$ cat config.mk
export PLATFORM = sky130hd
export DESIGN_NAME = cpu_6502_status_unit
export DESIGN_NICKNAME = d
export VERILOG_FILES = /design/src/rtl/cpu_6502_status_unit.sv
export SDC_FILE = /design/constraint.sdc
export NUM_CORES = 1
export LEC_CHECK = 0
export CAP_MARGIN = 25
export CORE_MARGIN = 4
export CORE_UTILIZATION = 60
export DETAILED_ROUTE_END_ITERATION = 6
export DONT_BUFFER_PORTS = 1
export PLACE_DENSITY = 0.76
export SYNTH_ARGS = -nofsm -noshare
export SYNTH_HDL_FRONTEND = slang
export SYNTH_SLANG_ARGS = --single-unit
export TNS_END_PERCENT = 100
$ cat constraint.sdc
create_clock -name i_clk -period 2.2 [get_ports i_clk]
set_input_delay 0.44 -clock i_clk [delete_from_list [all_inputs] [get_ports i_clk]]
set_output_delay 0.44 -clock i_clk [all_outputs]
set_load 0.05 [all_outputs]
$ cat src/rtl/cpu_6502_status_unit.sv
// 6502 processor status register with IRQ/NMI pin synchronisation and interrupt polling.
// Define CPU_6502_CMOS_FLAGS_EN to make interrupt entry also clear D (65C02 behaviour).
module cpu_6502_status_unit #(
  parameter int SYNC_STAGES = 2
) (
  input  logic       i_clk,
  input  logic       i_rst_n,
  input  logic       i_alu_valid,
  input  logic [7:0] i_alu_result,
  input  logic       i_alu_carry,
  input  logic       i_alu_overflow,
  input  logic [3:0] i_flag_mask,
  input  logic       i_bit_valid,
  input  logic [7:0] i_bit_mem,
  input  logic       i_set_valid,
  input  logic [1:0] i_set_sel,
  input  logic       i_set_value,
  input  logic       i_pull_valid,
  input  logic [7:0] i_pull_data,
  input  logic       i_push_brk,
  input  logic       i_irq_entry,
  input  logic       i_instr_done,
  input  logic       i_nmi_ack,
  input  logic       i_irq_n,
  input  logic       i_nmi_n,
  output logic [7:0] o_p,
  output logic [7:0] o_push_data,
  output logic       o_carry,
  output logic       o_decimal,
  output logic       o_irq_pending,
  output logic       o_nmi_pending
);

  localparam int LAST = SYNC_STAGES - 1;

  logic flag_n_q, flag_v_q, flag_d_q, flag_i_q, flag_z_q, flag_c_q;
  logic flag_n_d, flag_v_d, flag_d_d, flag_i_d, flag_z_d, flag_c_d;
  logic poll_mask_q, poll_mask_d;
  logic irq_pending_q, irq_pending_d;
  logic nmi_latch_q, nmi_latch_d;
  logic nmi_last_q;
  logic [SYNC_STAGES-1:0] irq_sync_q, nmi_sync_q;
  logic [SYNC_STAGES-1:0] irq_sync_d, nmi_sync_d;
  logic nmi_edge;
  logic result_zero;

  assign result_zero = (i_alu_result == 8'h00);
  assign irq_sync_d  = {irq_sync_q[SYNC_STAGES-2:0], i_irq_n};
  assign nmi_sync_d  = {nmi_sync_q[SYNC_STAGES-2:0], i_nmi_n};
  assign nmi_edge    = ~nmi_sync_q[LAST] & nmi_last_q;

  always_comb begin
    flag_n_d = flag_n_q;
    flag_v_d = flag_v_q;
    flag_d_d = flag_d_q;
    flag_i_d = flag_i_q;
    flag_z_d = flag_z_q;
    flag_c_d = flag_c_q;
    // Only the highest-priority source writes; lower ones are dropped entirely.
    if (i_pull_valid) begin
      flag_n_d = i_pull_data[7];
      flag_v_d = i_pull_data[6];
      flag_d_d = i_pull_data[3];
      flag_i_d = i_pull_data[2];
      flag_z_d = i_pull_data[1];
      flag_c_d = i_pull_data[0];
    end else if (i_set_valid) begin
      case (i_set_sel)
        2'd0:    flag_c_d = i_set_value;
        2'd1:    flag_i_d = i_set_value;
        2'd2:    flag_d_d = i_set_value;
        default: flag_v_d = i_set_value;
      endcase
    end else if (i_bit_valid) begin
      flag_n_d = i_bit_mem[7];
      flag_v_d = i_bit_mem[6];
      flag_z_d = result_zero;
    end else if (i_alu_valid) begin
      if (i_flag_mask[3]) flag_n_d = i_alu_result[7];
      if (i_flag_mask[2]) flag_v_d = i_alu_overflow;
      if (i_flag_mask[1]) flag_z_d = result_zero;
      if (i_flag_mask[0]) flag_c_d = i_alu_carry;
    end
    if (i_irq_entry) begin
      flag_i_d = 1'b1;
`ifdef CPU_6502_CMOS_FLAGS_EN
      flag_d_d = 1'b0;
`else
      flag_d_d = flag_d_d;
`endif
    end
  end

  always_comb begin
    poll_mask_d   = i_instr_done ? flag_i_d : poll_mask_q;
    irq_pending_d = irq_pending_q;
    // The old poll mask is used so an I change takes effect one instruction late.
    if (i_irq_entry)
      irq_pending_d = 1'b0;
    else if (i_instr_done)
      irq_pending_d = ~irq_sync_q[LAST] & ~poll_mask_q;
    nmi_latch_d = nmi_edge | (nmi_latch_q & ~i_nmi_ack);
  end

  always_ff @(posedge i_clk or negedge i_rst_n) begin
    if (!i_rst_n) begin
      flag_n_q      <= 1'b0;
      flag_v_q      <= 1'b0;
      flag_d_q      <= 1'b0;
      flag_i_q      <= 1'b1;
      flag_z_q      <= 1'b0;
      flag_c_q      <= 1'b0;
      poll_mask_q   <= 1'b1;
      irq_pending_q <= 1'b0;
      nmi_latch_q   <= 1'b0;
      nmi_last_q    <= 1'b1;
      irq_sync_q    <= '1;
      nmi_sync_q    <= '1;
    end else begin
      flag_n_q      <= flag_n_d;
      flag_v_q      <= flag_v_d;
      flag_d_q      <= flag_d_d;
      flag_i_q      <= flag_i_d;
      flag_z_q      <= flag_z_d;
      flag_c_q      <= flag_c_d;
      poll_mask_q   <= poll_mask_d;
      irq_pending_q <= irq_pending_d;
      nmi_latch_q   <= nmi_latch_d;
      nmi_last_q    <= nmi_sync_q[LAST];
      irq_sync_q    <= irq_sync_d;
      nmi_sync_q    <= nmi_sync_d;
    end
  end

  assign o_p           = {flag_n_q, flag_v_q, 1'b1, 1'b1, flag_d_q, flag_i_q, flag_z_q, flag_c_q};
  assign o_push_data   = {flag_n_q, flag_v_q, 1'b1, i_push_brk, flag_d_q, flag_i_q, flag_z_q, flag_c_q};
  assign o_carry       = flag_c_q;
  assign o_decimal     = flag_d_q;
  assign o_irq_pending = irq_pending_q;
  assign o_nmi_pending = nmi_latch_q;

endmodule
; ---- Word-level counts from Yosys, hierarchy flattened
; Index checks and enable logic that the tools add are counted.
[classes]
n_eq_ne = 6
n_mux = 31
bitwise = 8
reduce_logical = 18
[ops]
columns = op, count
row1 = $mux W1, 31
row2 = $reduce_bool A3 Y1, 5
row3 = $reduce_and A3 Y1, 3
row4 = $logic_not A8 Y1, 1
row5 = $reduce_bool A4 Y1, 2
row6 = $ne A3 B1 Y1 const B, 2
row7 = $reduce_bool A2 Y1, 3
row8 = $not A1 Y1, 4
row9 = $reduce_and A4 Y1, 1
row10 = $and A1 B1 Y1, 3
row11 = $ne A3 B2 Y1 const B, 1
row12 = $reduce_or A3 Y1, 1
row13 = $eq A2 B1 Y1 const B, 1
row14 = $eq A2 B2 Y1 const B, 1
row15 = $logic_not A2 Y1, 1
row16 = $ne A2 B1 Y1 const B, 1
row17 = $reduce_and A2 Y1, 1
row18 = $or A1 B1 Y1, 1
[totals]
regBits = 14

; ---- Logic depth before layout (Yosys ltp)
[logic_depth]
ltp_word = 6
depth_mapped = 4
depth_no_buf = 3

; ---- Least setup slack after synthesis
; No wires, ideal clock.
[synth_timing]
path_kind = register to output
from = reg flag_c_q (netlist: o_carry)
to = out o_p[0]
t_arrival_ns = 0.923
required_time_ns = 1.760
slack_ns = 0.837
stages_incl_launch_ff = 2
path_cell_list = dfrtp_1 buf_4
[synth_rtl]
columns = element, line
row1 = start: declaration, 36  ; logic flag_n_q, flag_v_q, flag_d_q, flag_i_q, flag_z_q, flag_c_q;
row2 = start signal: assignment, 125  ; flag_c_q <= flag_c_d;
row3 = end: declaration, 26  ; output logic [7:0] o_p,
; No word-level cell between the ends.

; ---- Final worst setup path
[layout_timing]
from = reg flag_v_q
to = out o_push_data[6]
[layout_rtl]
columns = element, line
row1 = start: declaration, 36
row2 = start signal: assignment, 121  ; flag_v_q <= flag_v_d;
row3 = end: declaration, 27  ; output logic [7:0] o_push_data,
; No word-level cell between the ends.

==> flow_metrics.py <==
metrics = {
    "power_and_ir_drop": {
        "peakVddDrop_uv": 560,
        "p_leak_nw": 0.348,
        "power_frac_comb_pct": 22.1,
        "power_density_nw_per_um2": 798,
        "power.total_uw": 646,
        "p_switching_uw": 227,
        "pwr-share-clk_pct": 27.3,
        "intPower_uw": 419,
        "seq_power_share_pct": 50.6,
        "switching_share_pct": 35.2,
    },
    "global_routing": {
        "grt_pass1_wl_mm": 2.28,
        "grt_pass1_vias": 564,
        "grt_max_degree": 16,
        "antenna_found_initial": 0,
        "grt_overflow": 0,
        "track_usage_pct": 15.1,
    },
    "run": {
        "cap_violations": 0,
    },
    "synth": {
        "ys_ff_latch": 14,
        "ys_seq_area_share_pct": 41.9,
        "synth_area_um2": 857,
        "yosysWarningCount": 0,
        "synth_flop_cell": "dfstp_2",
        "syn_area_per_cell_um2": 10.3,
        "synthDistinctLibCells": 35,
        "synth_edf_count": 0,
        "ys_async_sr_fraction_pct": 100,
        "synthCells": 83,
    },
    "status": {
        "status": "finished clean",
    },
    "final_layout": {
        "fillers": 117,
        "drive_above_1_share_pct": 26.7,
        "area_delta_synth_final_pct": -5.55,
        "fin_nets": 121,
        "diodes": 0,
        "layout_common_cells": "7 x dfstp_2, 7 x dfrtp_1, 5 x mux2i_1",
    },
    "worst_hold_path": {
        "hold_class": "in -> reg",
    },
    "die": {
        "start_util_pct": 65.1,
        "coreArea_um2": 1320,
        "die_x_um": 45.8,
        "dieArea_um2": 2100,
        "ios": 65,
        "placementRows": 13,
        "die_h_um": 45.8,
    },
    "cts": {
        "clockBufferDepth": 2,
        "cts_resized": 0,
        "root_buffer": "clkbuf_4",
        "path_clk_slew_ps": 80,
        "cts.sinks": 14,
        "cts-buffers-inserted": 3,
        "tritoncts": "yes",
        "clkLatencyLatePin_ps": 270,
        "htreeDepth": 1,
    },
    "timing": {
        "fin_crit_sh_pct": 75.1,
        "slew_headroom_pct": 40.4,
        "finalHoldViolCount": 0,
        "hold_ws_ps": 154,
        "slew_viol_final": 0,
        "setup_viol": 0,
        "tns_ps": 0,
        "rsz0062_at_grt": "no",
        "tightest_slew_ps": 894,
        "fin_crit_ps": 1650,
        "skew_ps": 3.44,
        "max_clock_freq_mhz": 605,
    },
    "setup_path": {
        "crit_type": "reg -> out",
        "endpoint_kind": "output pin",
        "crit_required_ps": 1760,
        "path_max_fanout": 3,
        "cp_data_arrival_time_ps": 1210,
        "worst_setup_path_start_kind": "flop",
    },
    "detailed_routing": {
        "vias": 541,
        "drt_iter0_drc": 3,
        "wl_per_cell_um": 15.9,
        "ant_nets": 0,
        "routed_via_density": 6.01,
        "wl_mm": 1.43,
        "drcViolationCount": 0,
        "firstDrtPassIters": 2,
    },
    "placed_design": {
        "hpwl_mm": 1.18,
        "gp_congestion": 0.682,
        "io_buffers": 0,
    },
}
## layout make-up
type                       instances  area [µm²]  share of cell area (%)
timing repair buffer               5        40.0                    4.95
tap                               15        18.8                    2.32
inverter                           4        15.0                    1.85
sequential                        14         359                    44.4
clock buffer                       4        36.3                    4.48
multi-input combinational         48         340                    42.0
## cells in the mapped netlist (2+ instances only)
| library cell | instances | share of area (%) |
|---|---|---|
| a21oi_1 | 3 | 1.8 |
| buf_4 | 17 | 15 |
| buf_6 | 2 | 2.6 |
| dfrtp_1 | 7 | 20 |
| dfstp_2 | 7 | 21 |
| inv_1 | 3 | 1.3 |
| mux2i_1 | 5 | 5.8 |
| nand2_1 | 4 | 1.8 |
| nand3_1 | 2 | 1.2 |
| nand3b_1 | 3 | 2.6 |
| nor2_1 | 3 | 1.3 |
| nor3b_1 | 2 | 1.8 |
| o211ai_1 | 2 | 1.8 |
| o21ai_1 | 2 | 1.2 |
## worst register-to-register path, delay by kind of cell (launching register included)
family,cells,cell delay [ps]
flops,1,880
compound gates,2,420
## flip-flops by register name, summed over array words and instances (netlist names)
name and flops:
poll_mask_q 1, o_nmi_pending 1, flag_n_q 1, flag_i_q 1
o_carry 1, irq_sync_q 2, o_decimal 1, o_irq_pending 1
nmi_last_q 1, flag_z_q 1, nmi_sync_q 2, flag_v_q 1
## cell families after synthesis
logic type	share of synthesized area [%]
AO/OA/AOI/OAI	14.7
buffers and inverters	19.3
flip-flops	41.9
multiplexers	7.15
other	0.438
AND/OR/NAND/NOR	16.5
## path summary, 6_finish.rpt
check / start / end / slack (ps) / depth (start not counted)
hold / removal: i_nmi_n / nmi_sync_q[0]$_DFF_PN1_ / 150 / 0
setup / recovery: flag_v_q$_DFFE_PN0P_ / o_push_data[6] / 550 / 0
hold reg to reg: irq_sync_q[0]$_DFF_PN1_ / irq_sync_q[1]$_DFF_PN1_ / 360 / 0
max in group asynchronous: i_rst_n / irq_sync_q[0]$_DFF_PN1_ / 1220 / 1
min in group asynchronous: i_rst_n / o_carry$_DFFE_PN0P_ / 600 / 1
setup reg to reg: flag_i_q$_DFF_PN1_ / poll_mask_q$_DFFE_PN1P_ / 810 / 2
## metal layers
| layer | wire length, µm | vias up | part of all wire (%) | global-route usage [%] |
|---|---|---|---|---|
| met3 | 223 | 0 | 16 | 9.49 |
| li1 | - | 258 | - | - |
| met1 | 540 | 247 | 38 | 18.7 |
| met2 | 663 | 36 | 46 | 23.7 |
| met5 | 0 | - | 0 | 0 |
| met4 | 0 | 0 | 0 | 0.568 |
## per-stage QoR
stage	setup slack [ps]	cell area, µm²	std cells	utilization, %
global route	494	810	90	61.4
global placement	814	763	85	57.9
floorplan	837	865	85	-
CTS	539	810	90	61.4
finish	548	810	90	61.4
detailed placement	802	763	85	57.9
## power by group through the flow
stage	sequential (mW)	combinational (mW)	clock, mW
6_report	0.327	0.143	0.176
3_3_place_gp	0.332	0.137	0
2_1_floorplan	0.319	0.183	0
3_5_place_dp	0.332	0.138	0
4_1_cts	0.328	0.144	0.181
5_1_grt	0.330	0.153	0.198
## timing repair
item / 4_1_cts / 5_1_grt
setup buffers: 0 / 0
hold buffers: 1 / 0
endpoints found under the hold margin: 14 / 0
(Power assumes the default switching activity.)
